==> config.mk <==
export PLATFORM = sky130hd
export DESIGN_NAME = bnn_seq_layer_flat
export DESIGN_NICKNAME = d
export VERILOG_FILES = /design/src/rtl/bnn_seq_layer_pkg.sv /design/src/rtl/bnn_seq_layer_if.sv /design/src/rtl/bnn_seq_layer_mac_lane.sv /design/src/rtl/bnn_seq_layer.sv /design/src/flat_wrapper.sv
export SDC_FILE = /design/constraint.sdc
export NUM_CORES = 1
export LEC_CHECK = 0
export CAP_MARGIN = 20
export CELL_PAD_IN_SITES_DETAIL_PLACEMENT = 0
export CELL_PAD_IN_SITES_GLOBAL_PLACEMENT = 1
export CORE_ASPECT_RATIO = 1.4
export CORE_MARGIN = 5
export CORE_UTILIZATION = 49
export DETAILED_ROUTE_END_ITERATION = 10
export PLACE_DENSITY = 0.9
export SYNTH_ARGS = -nofsm -noshare
export SYNTH_HDL_FRONTEND = slang
export SYNTH_SLANG_ARGS = --single-unit
==> constraint.sdc <==
create_clock -name clk -period 6.5 [get_ports clk]
set_input_delay 1.3 -clock clk [delete_from_list [all_inputs] [get_ports clk]]
set_output_delay 1.3 -clock clk [all_outputs]
set_load 0.03 [all_outputs]
==> src/rtl/bnn_seq_layer_pkg.sv <==
// Shared definitions for the bnn layer blocks: FSM state type and the
// derivation helpers for accumulator width and beat count.
package bnn_seq_layer_pkg;

    typedef enum logic [1:0] {
        ST_IDLE = 2'd0,
        ST_RUN  = 2'd1,
        ST_DONE = 2'd2
    } bnn_state_e;

    function automatic int clog2(input int v);
        int r;
        r = 0;
        for (int i = 0; i < 31; i++) begin
            if ((1 << i) < v) r = i + 1;
        end
        return r;
    endfunction

    // Enough headroom for N full-scale features of either sign.
    function automatic int acc_w(input int b, input int n);
        return b + clog2(n) + 1;
    endfunction

    function automatic int beats(input int n, input int p);
        return (n + p - 1) / p;
    endfunction

    // Counter width, never below one bit (N=1 / P=N cases).
    function automatic int cnt_w(input int v);
        return (clog2(v) > 0) ? clog2(v) : 1;
    endfunction

endpackage

==> src/rtl/bnn_seq_layer_if.sv <==
// Vector-in / result-out handshake bundle for one bnn layer.
interface bnn_seq_layer_if #(
    parameter int N = 4,
    parameter int B = 4,
    parameter int M = 4
);
    logic [N*B-1:0] in_data;
    logic           in_valid;
    logic           in_ready;
    logic [M-1:0]   out;
    logic           out_valid;
    logic           out_ready;
    logic           busy;

    modport master (
        output in_data, in_valid, out_ready,
        input  in_ready, out, out_valid, busy
    );

    modport slave (
        input  in_data, in_valid, out_ready,
        output in_ready, out, out_valid, busy
    );
endinterface

==> src/rtl/bnn_seq_layer_mac_lane.sv <==
// One neuron: signed accumulator, P-lane add/subtract sum and threshold compare.
module bnn_mac_lane #(
    parameter int P     = 1,
    parameter int B     = 4,
    parameter int ACC_W = 7,
    parameter logic signed [ACC_W-1:0] THRESH = '0
) (
    input  logic           clk,
    input  logic           rst,
    input  logic [P*B-1:0] feat_i,
    input  logic [P-1:0]   wbit_i,
    input  logic [P-1:0]   lane_vld_i,
    input  logic           clear_i,
    input  logic           en_i,
    output logic           result_o
);
    logic signed [ACC_W-1:0] acc_q;
    logic signed [ACC_W-1:0] sum_d;
    logic signed [ACC_W-1:0] feat_ext;

    // Running sum including this beat's lanes; masked lanes add nothing.
    always_comb begin
        sum_d    = acc_q;
        feat_ext = '0;
        for (int k = 0; k < P; k++) begin
            feat_ext = $signed({{(ACC_W-B){1'b0}}, feat_i[k*B +: B]});
            if (lane_vld_i[k]) begin
                if (wbit_i[k]) sum_d = sum_d + feat_ext;
                else           sum_d = sum_d - feat_ext;
            end
        end
    end

    // The compare sees the sum with the current beat folded in, so the top can
    // latch the final result on the last RUN edge.
    assign result_o = (sum_d >= THRESH);

    // Accumulator: cleared on vector accept, updated every RUN beat.
    always_ff @(posedge clk or posedge rst) begin
        if (rst)          acc_q <= '0;
        else if (clear_i) acc_q <= '0;
        else if (en_i)    acc_q <= sum_d;
    end

endmodule

==> src/rtl/bnn_seq_layer.sv <==
// Time-multiplexed binary-weight dense layer with per-neuron thresholds.
module bnn_seq_layer
    import bnn_seq_layer_pkg::*;
#(
    parameter int N = 4,
    parameter int B = 4,
    parameter int M = 4,
    parameter int P = 1,
    parameter logic [M*N-1:0]          WEIGHTS    = '0,
    parameter logic [M*acc_w(B,N)-1:0] THRESHOLDS = '0
) (
    input  logic           clk,
    input  logic           rst,
    bnn_seq_layer_if.slave bus
);
    localparam int ACC_W  = acc_w(B, N);
    localparam int BEATS  = beats(N, P);
    localparam int BEAT_W = cnt_w(BEATS);
    localparam int PAD    = BEATS * P;
    // Zero-padding the ragged tail keeps every lane index in range.
    localparam logic [PAD*M-1:0]  W_PAD     = (PAD*M)'(WEIGHTS);
    localparam logic [BEAT_W-1:0] LAST_BEAT = BEAT_W'(BEATS - 1);

    bnn_state_e        state_q;
    logic [BEAT_W-1:0] beat_q;
    logic [N*B-1:0]    data_q;
    logic [M-1:0]      out_q;
    logic              out_valid_q;
    logic              busy_q;
    logic [M-1:0]      result;
    logic              accept;
    logic              last_beat;
    logic              run_en;
    logic [PAD*B-1:0]  data_pad;
    logic [P*B-1:0]    lane_feat;
    logic [P-1:0]      lane_vld;

    assign bus.in_ready  = (state_q == ST_IDLE) || ((state_q == ST_DONE) && bus.out_ready);
    assign bus.out       = out_q;
    assign bus.out_valid = out_valid_q;
    assign bus.busy      = busy_q;

    assign accept    = bus.in_valid && bus.in_ready;
    assign last_beat = (beat_q == LAST_BEAT);
    assign run_en    = (state_q == ST_RUN);
    assign data_pad  = (PAD*B)'(data_q);

    // Feature slice for the current beat; lanes past N are flagged invalid.
    always_comb begin
        lane_feat = '0;
        lane_vld  = '0;
        for (int k = 0; k < P; k++) begin
            lane_feat[k*B +: B] = data_pad[(int'(beat_q)*P + k)*B +: B];
            lane_vld[k]         = (int'(beat_q)*P + k) < N;
        end
    end

    for (genvar m = 0; m < M; m++) begin : g_lane
        logic [P-1:0] wbit;

        // Weight bits for this neuron on the current beat's lanes.
        always_comb begin
            wbit = '0;
            for (int k = 0; k < P; k++) begin
                wbit[k] = W_PAD[(int'(beat_q)*P + k)*M + m];
            end
        end

        bnn_mac_lane #(
            .P      (P),
            .B      (B),
            .ACC_W  (ACC_W),
            .THRESH (THRESHOLDS[m*ACC_W +: ACC_W])
        ) u_lane (
            .clk        (clk),
            .rst        (rst),
            .feat_i     (lane_feat),
            .wbit_i     (wbit),
            .lane_vld_i (lane_vld),
            .clear_i    (accept),
            .en_i       (run_en),
            .result_o   (result[m])
        );
    end

    // Sequencer: capture, step through beats, hold the result until consumed.
    always_ff @(posedge clk or posedge rst) begin
        if (rst) begin
            state_q     <= ST_IDLE;
            beat_q      <= '0;
            data_q      <= '0;
            out_q       <= '0;
            out_valid_q <= 1'b0;
            busy_q      <= 1'b0;
        end else begin
            case (state_q)
                ST_IDLE: begin
                    if (bus.in_valid) begin
                        data_q  <= bus.in_data;
                        beat_q  <= '0;
                        busy_q  <= 1'b1;
                        state_q <= ST_RUN;
                    end
                end
                ST_RUN: begin
                    if (last_beat) begin
                        beat_q      <= '0;
                        out_q       <= result;
                        out_valid_q <= 1'b1;
                        busy_q      <= 1'b0;
                        state_q     <= ST_DONE;
                    end else begin
                        beat_q <= beat_q + 1'b1;
                    end
                end
                ST_DONE: begin
                    if (bus.out_ready) begin
                        out_valid_q <= 1'b0;
                        if (bus.in_valid) begin
                            data_q  <= bus.in_data;
                            beat_q  <= '0;
                            busy_q  <= 1'b1;
                            state_q <= ST_RUN;
                        end else begin
                            state_q <= ST_IDLE;
                        end
                    end
                end
                default: state_q <= ST_IDLE;
            endcase
        end
    end

endmodule

==> src/flat_wrapper.sv <==
// flat-port wrapper written by rule: the top's interface ports become plain ports
module bnn_seq_layer_flat import bnn_seq_layer_pkg::*;
#(
    parameter int N = 4,
    parameter int B = 4,
    parameter int M = 4,
    parameter int P = 1,
    parameter logic [M*N-1:0]          WEIGHTS    = '0,
    parameter logic [M*acc_w(B,N)-1:0] THRESHOLDS = '0
)
  (clk, rst, bus_in_data, bus_in_valid, bus_out_ready, bus_in_ready, bus_out, bus_out_valid, bus_busy);
  bnn_seq_layer_if #(.N(N), .B(B), .M(M)) bus_i ();
  input  logic clk;
  input  logic rst;
  input wire logic [$bits(bus_i.in_data)-1:0] bus_in_data;
  input wire logic [$bits(bus_i.in_valid)-1:0] bus_in_valid;
  input wire logic [$bits(bus_i.out_ready)-1:0] bus_out_ready;
  output wire logic [$bits(bus_i.in_ready)-1:0] bus_in_ready;
  output wire logic [$bits(bus_i.out)-1:0] bus_out;
  output wire logic [$bits(bus_i.out_valid)-1:0] bus_out_valid;
  output wire logic [$bits(bus_i.busy)-1:0] bus_busy;
  assign bus_i.in_data = bus_in_data;
  assign bus_i.in_valid = bus_in_valid;
  assign bus_i.out_ready = bus_out_ready;
  assign bus_in_ready = bus_i.in_ready;
  assign bus_out = bus_i.out;
  assign bus_out_valid = bus_i.out_valid;
  assign bus_busy = bus_i.busy;
  bnn_seq_layer #(.N(N), .B(B), .M(M), .P(P), .WEIGHTS(WEIGHTS), .THRESHOLDS(THRESHOLDS)) u_core (.clk(clk), .rst(rst), .bus(bus_i));
endmodule
==> impl_table.tex <==
\begin{tabular}{lr}
\hline
Metric & Value \\
\hline
\multicolumn{2}{l}{\textbf{Status}} \\
Outcome & finished clean \\
\multicolumn{2}{l}{\textbf{Synthesis}} \\
Dominant cells by area after synthesis & sky130\_fd\_sc\_hd\_\_dfrtp\_1 47\%, sky130\_fd\_sc\_hd\_\_ha\_1 8.7\%, sky130\_fd\_sc\_hd\_\_mux2\_2 6.7\% \\
Post-Syn Area per Cell & 11.0 um2 \\
Dominant combinational cell family by area after synthesis & compound AO/OA/AOI/OAI gates \\
Synth Instances & 262 \\
Proportion of synthesized flip-flops having asynchronous set or reset & 100\% \\
Yosys reg bits & 54 \\
Synth Area in XOR/XNOR & 5.18\% \\
Cell area after synthesis & $\sim$2900 um2 \\
Mux cell area share after synthesis & 10.4\% \\
Cell taking the most area after synthesis & sky130\_fd\_sc\_hd\_\_dfrtp\_1 \\
Number of flops mapped to enable cells by yosys & 0 \\
Simple-Gate Fraction of Synth Area & 9.06\% \\
Adder-cell share of the synthesized area & 11.5\% \\
Library cells used by synthesis & 34 \\
Main flop type after synthesis & sky130\_fd\_sc\_hd\_\_dfrtp\_1 \\
Proportion of synthesized chip area in sequential cells & a little under half \\
Synth warnings & 0 \\
Top cell type's share of synthesized area & 47.0\% \\
Syn nets & 306 \\
Fraction of the mapped netlist area in compound gates & 13.1\% \\
\multicolumn{2}{l}{\textbf{CTS}} \\
Number of buffers inserted for hold repair after clock tree synthesis & 0 \\
CTS H-Tree Depth & 2 \\
Clock insertion delay at the later pin of the skew report & slightly above 300 ps \\
Clock Tree Root & sky130\_fd\_sc\_hd\_\_clkbuf\_8 \\
Gates resized, CTS repair & 0 \\
Clock tree buffer depth & 2 \\
Number of clock buffers inserted by TritonCTS & 5 \\
TritonCTS clock tree & done \\
Clock transition at the registers of the reported paths & 90 ps \\
Setup Buffers After CTS & 0 \\
\# clock sinks & 54 \\
\multicolumn{2}{l}{\textbf{Floorplanning}} \\
Chip Height & 101 um \\
Starting utilization of the core area & between 40\% and 50\% \\
Top-Level Pins & 27 \\
Number of placement rows & 33 \\
Floorplan die width & 74.7 um \\
Placeable core region & 5780 um2 \\
Area enclosed by the die boundary & 7520 um2 \\
\multicolumn{2}{l}{\textbf{Layout}} \\
Leading cell type in the layout, fill and taps excluded & sky130\_fd\_sc\_hd\_\_dfrtp\_1 \\
Area occupied by multi-input gates & roughly 1400 um2 \\
Final net count & 333 \\
Growth of design area from synthesis to finish & 15.4\% \\
Fraction of layout instances using a drive strength above 1 & 10.7\% \\
Filler cell count & 514 \\
Storage element area & 1350 um2 \\
Most frequent cells in the layout & 54 x sky130\_fd\_sc\_hd\_\_dfrtp\_1, 30 x sky130\_fd\_sc\_hd\_\_nand2\_1, 26 x sky130\_fd\_sc\_hd\_\_clkdlybuf4s50\_1, 23 x sky130\_fd\_sc\_hd\_\_o21ai\_0, 20 x sky130\_fd\_sc\_hd\_\_ha\_1 \\
Number of inserted diodes & 0 \\
\multicolumn{2}{l}{\textbf{Job}} \\
Reported max-cap violation count & 0 \\
\multicolumn{2}{l}{\textbf{STA}} \\
RSZ-0062 raised after global routing & no \\
Fin Setup TNS & 0 ps \\
Max Clk Rate & 247 MHz \\
Setup clock skew after layout & 7.75 ps \\
Worst-Margin Slew & 973 ps \\
Ratio of final minimum period to clock period & 62.2\% \\
Max Slew Vio Count & 0 \\
Final hold viol count & 0 \\
Final Critical Period & 4050 ps \\
Slew margin rel. & 33.5\% \\
Final-report setup violation count & 0 \\
\multicolumn{2}{l}{\textbf{Global route}} \\
Overall routing resource usage & 16.1\% \\
Vias in the first global route & 2089 \\
Met3 layer usage reported by global route & 2.99\% \\
Wire length of the first global-routing pass & 9360 um \\
Global-route track usage on met2 & roughly 29\% \\
Largest net degree at the start of global routing & 55 \\
Busiest grt layer & met2 \\
Total global routing overflow & 0 \\
Met1 GRT Util & 18.9\% \\
Number of antenna violations at the first check in global routing & 0 \\
\multicolumn{2}{l}{\textbf{Worst setup path}} \\
Critical Setup Path Class & input pin to output port \\
Worst setup EP type & output port \\
Required time at the worst-slack endpoint & between 5000 and 6000 ps \\
Kind of launch point of the worst setup path & input pin \\
Data arrival time at the worst-slack endpoint & 2750 ps \\
Largest fanout on the critical path & 3 \\
\multicolumn{2}{l}{\textbf{Detailed routing}} \\
Total via count after detailed routing & between 1500 and 2000 \\
Detail-routed via count per cell & between 5 and 6 \\
TritonRoute pass-1 iters & 4 \\
Post-detailed-route count of antenna-violating nets & 0 \\
Initial detailed-routing violation count & 45 \\
Post-detailed-route wirelength per cell & roughly 15 um \\
Post-Route WL & around 5200 um \\
Drt drc & 0 \\
\multicolumn{2}{l}{\textbf{Placement}} \\
Post-detail-place hpwl & 3690 um \\
Global placer's final weighted congestion & 0.807 \\
\# port buffers & 26 \\
\multicolumn{2}{l}{\textbf{Hold path}} \\
Worst min-delay path category & flop to flop \\
\hline
\end{tabular}
flip-flops by register name (all words and copies together) (netlist names):
| signal | count |
|---|---|
| u_core.g_lane.u_lane.acc_q | 28 |
| u_core.data_pad | 16 |
| u_core.bus.out | 4 |
| u_core.beat_q | 2 |
| u_core.state_q | 2 |
| u_core.bus.busy | 1 |
| u_core.bus.out_valid | 1 |
cell usage after synthesis, types with 3 or more instances:
cell type                  count
sky130_fd_sc_hd__xnor2_1      12
sky130_fd_sc_hd__nor3_1        3
sky130_fd_sc_hd__dfrtp_1      54
sky130_fd_sc_hd__a22o_1        7
sky130_fd_sc_hd__inv_1        20
sky130_fd_sc_hd__o21ai_0      23
sky130_fd_sc_hd__mux2_2       17
sky130_fd_sc_hd__clkbuf_1      7
sky130_fd_sc_hd__a21oi_1      12
sky130_fd_sc_hd__a21o_1        5
sky130_fd_sc_hd__fa_1          4
sky130_fd_sc_hd__xor2_1        5
sky130_fd_sc_hd__nor2_1        7
sky130_fd_sc_hd__o31ai_1       4
sky130_fd_sc_hd__nand2_1      30
sky130_fd_sc_hd__or3_1         4
sky130_fd_sc_hd__nor2b_1       5
sky130_fd_sc_hd__ha_1         20
area by class of cell:
type / instances / area share (%)
Clock buffer: 8 / 3.32
Inverter: 20 / 2.27
Multi-Input combinational cell: 180 / 42.7
Sequential cell: 54 / 40.8
Tap cell: 70 / 2.64
Timing Repair Buffer: 28 / 8.31
kinds of logic (layout without fill, tap and decap cells):
kind of cell	Yosys count	count (layout)
adders and majority gates	24	24
AOI/OAI and AO/OA	61	61
xor gates and xnor gates	17	17
DFF	54	54
muxes	22	22
and+or+nand+nor	56	56
buffers and inverters	28	56
layer usage:
layer | wire length, um | share of wire (%)
met2 | 2720 | 52
met1 | 2290 | 44
met5 | 0 | 0
met4 | 74 | 1.4
met3 | 141 | 2.7
critical path: stages:
cell and delay (ps):
sky130_fd_sc_hd__clkdlybuf4s50_1 500, sky130_fd_sc_hd__inv_1 60, sky130_fd_sc_hd__a21oi_1 190, sky130_fd_sc_hd__clkdlybuf4s50_1 700
through the flow:
stage,hold WS (ps),utilization (%),worst slack [ps],instances,instance area (um2)
global route,509,57.3,2420,360,3310
CTS,487,57.3,2450,360,3310
detailed placement,470,55.4,2460,352,3200
global placement,461,55.4,2500,352,3200
finish,484,57.3,2450,360,3310
floorplan,445,-,3350,262,2870
worst paths after layout:
path                            cells past startpoint                                to                              from  slack (ps)
worst min register to register                      1  u_core.g_lane[3].u_lane.acc_q[5]  u_core.g_lane[3].u_lane.acc_q[5]         480
worst max-delay path                                4                      bus_in_ready                     bus_out_ready        2450
worst min-delay path                                1  u_core.g_lane[3].u_lane.acc_q[5]  u_core.g_lane[3].u_lane.acc_q[5]         480
min in group asynchronous                           3  u_core.g_lane[1].u_lane.acc_q[5]                               rst        1500
worst max register to register                     11                 u_core.bus.out[0]                  u_core.beat_q[1]        3220
max in group asynchronous                           3                 u_core.state_q[0]                               rst        4530
Power is not shown: default switching activity piles up to over one toggle a cycle in this logic, so the estimate is an artifact.
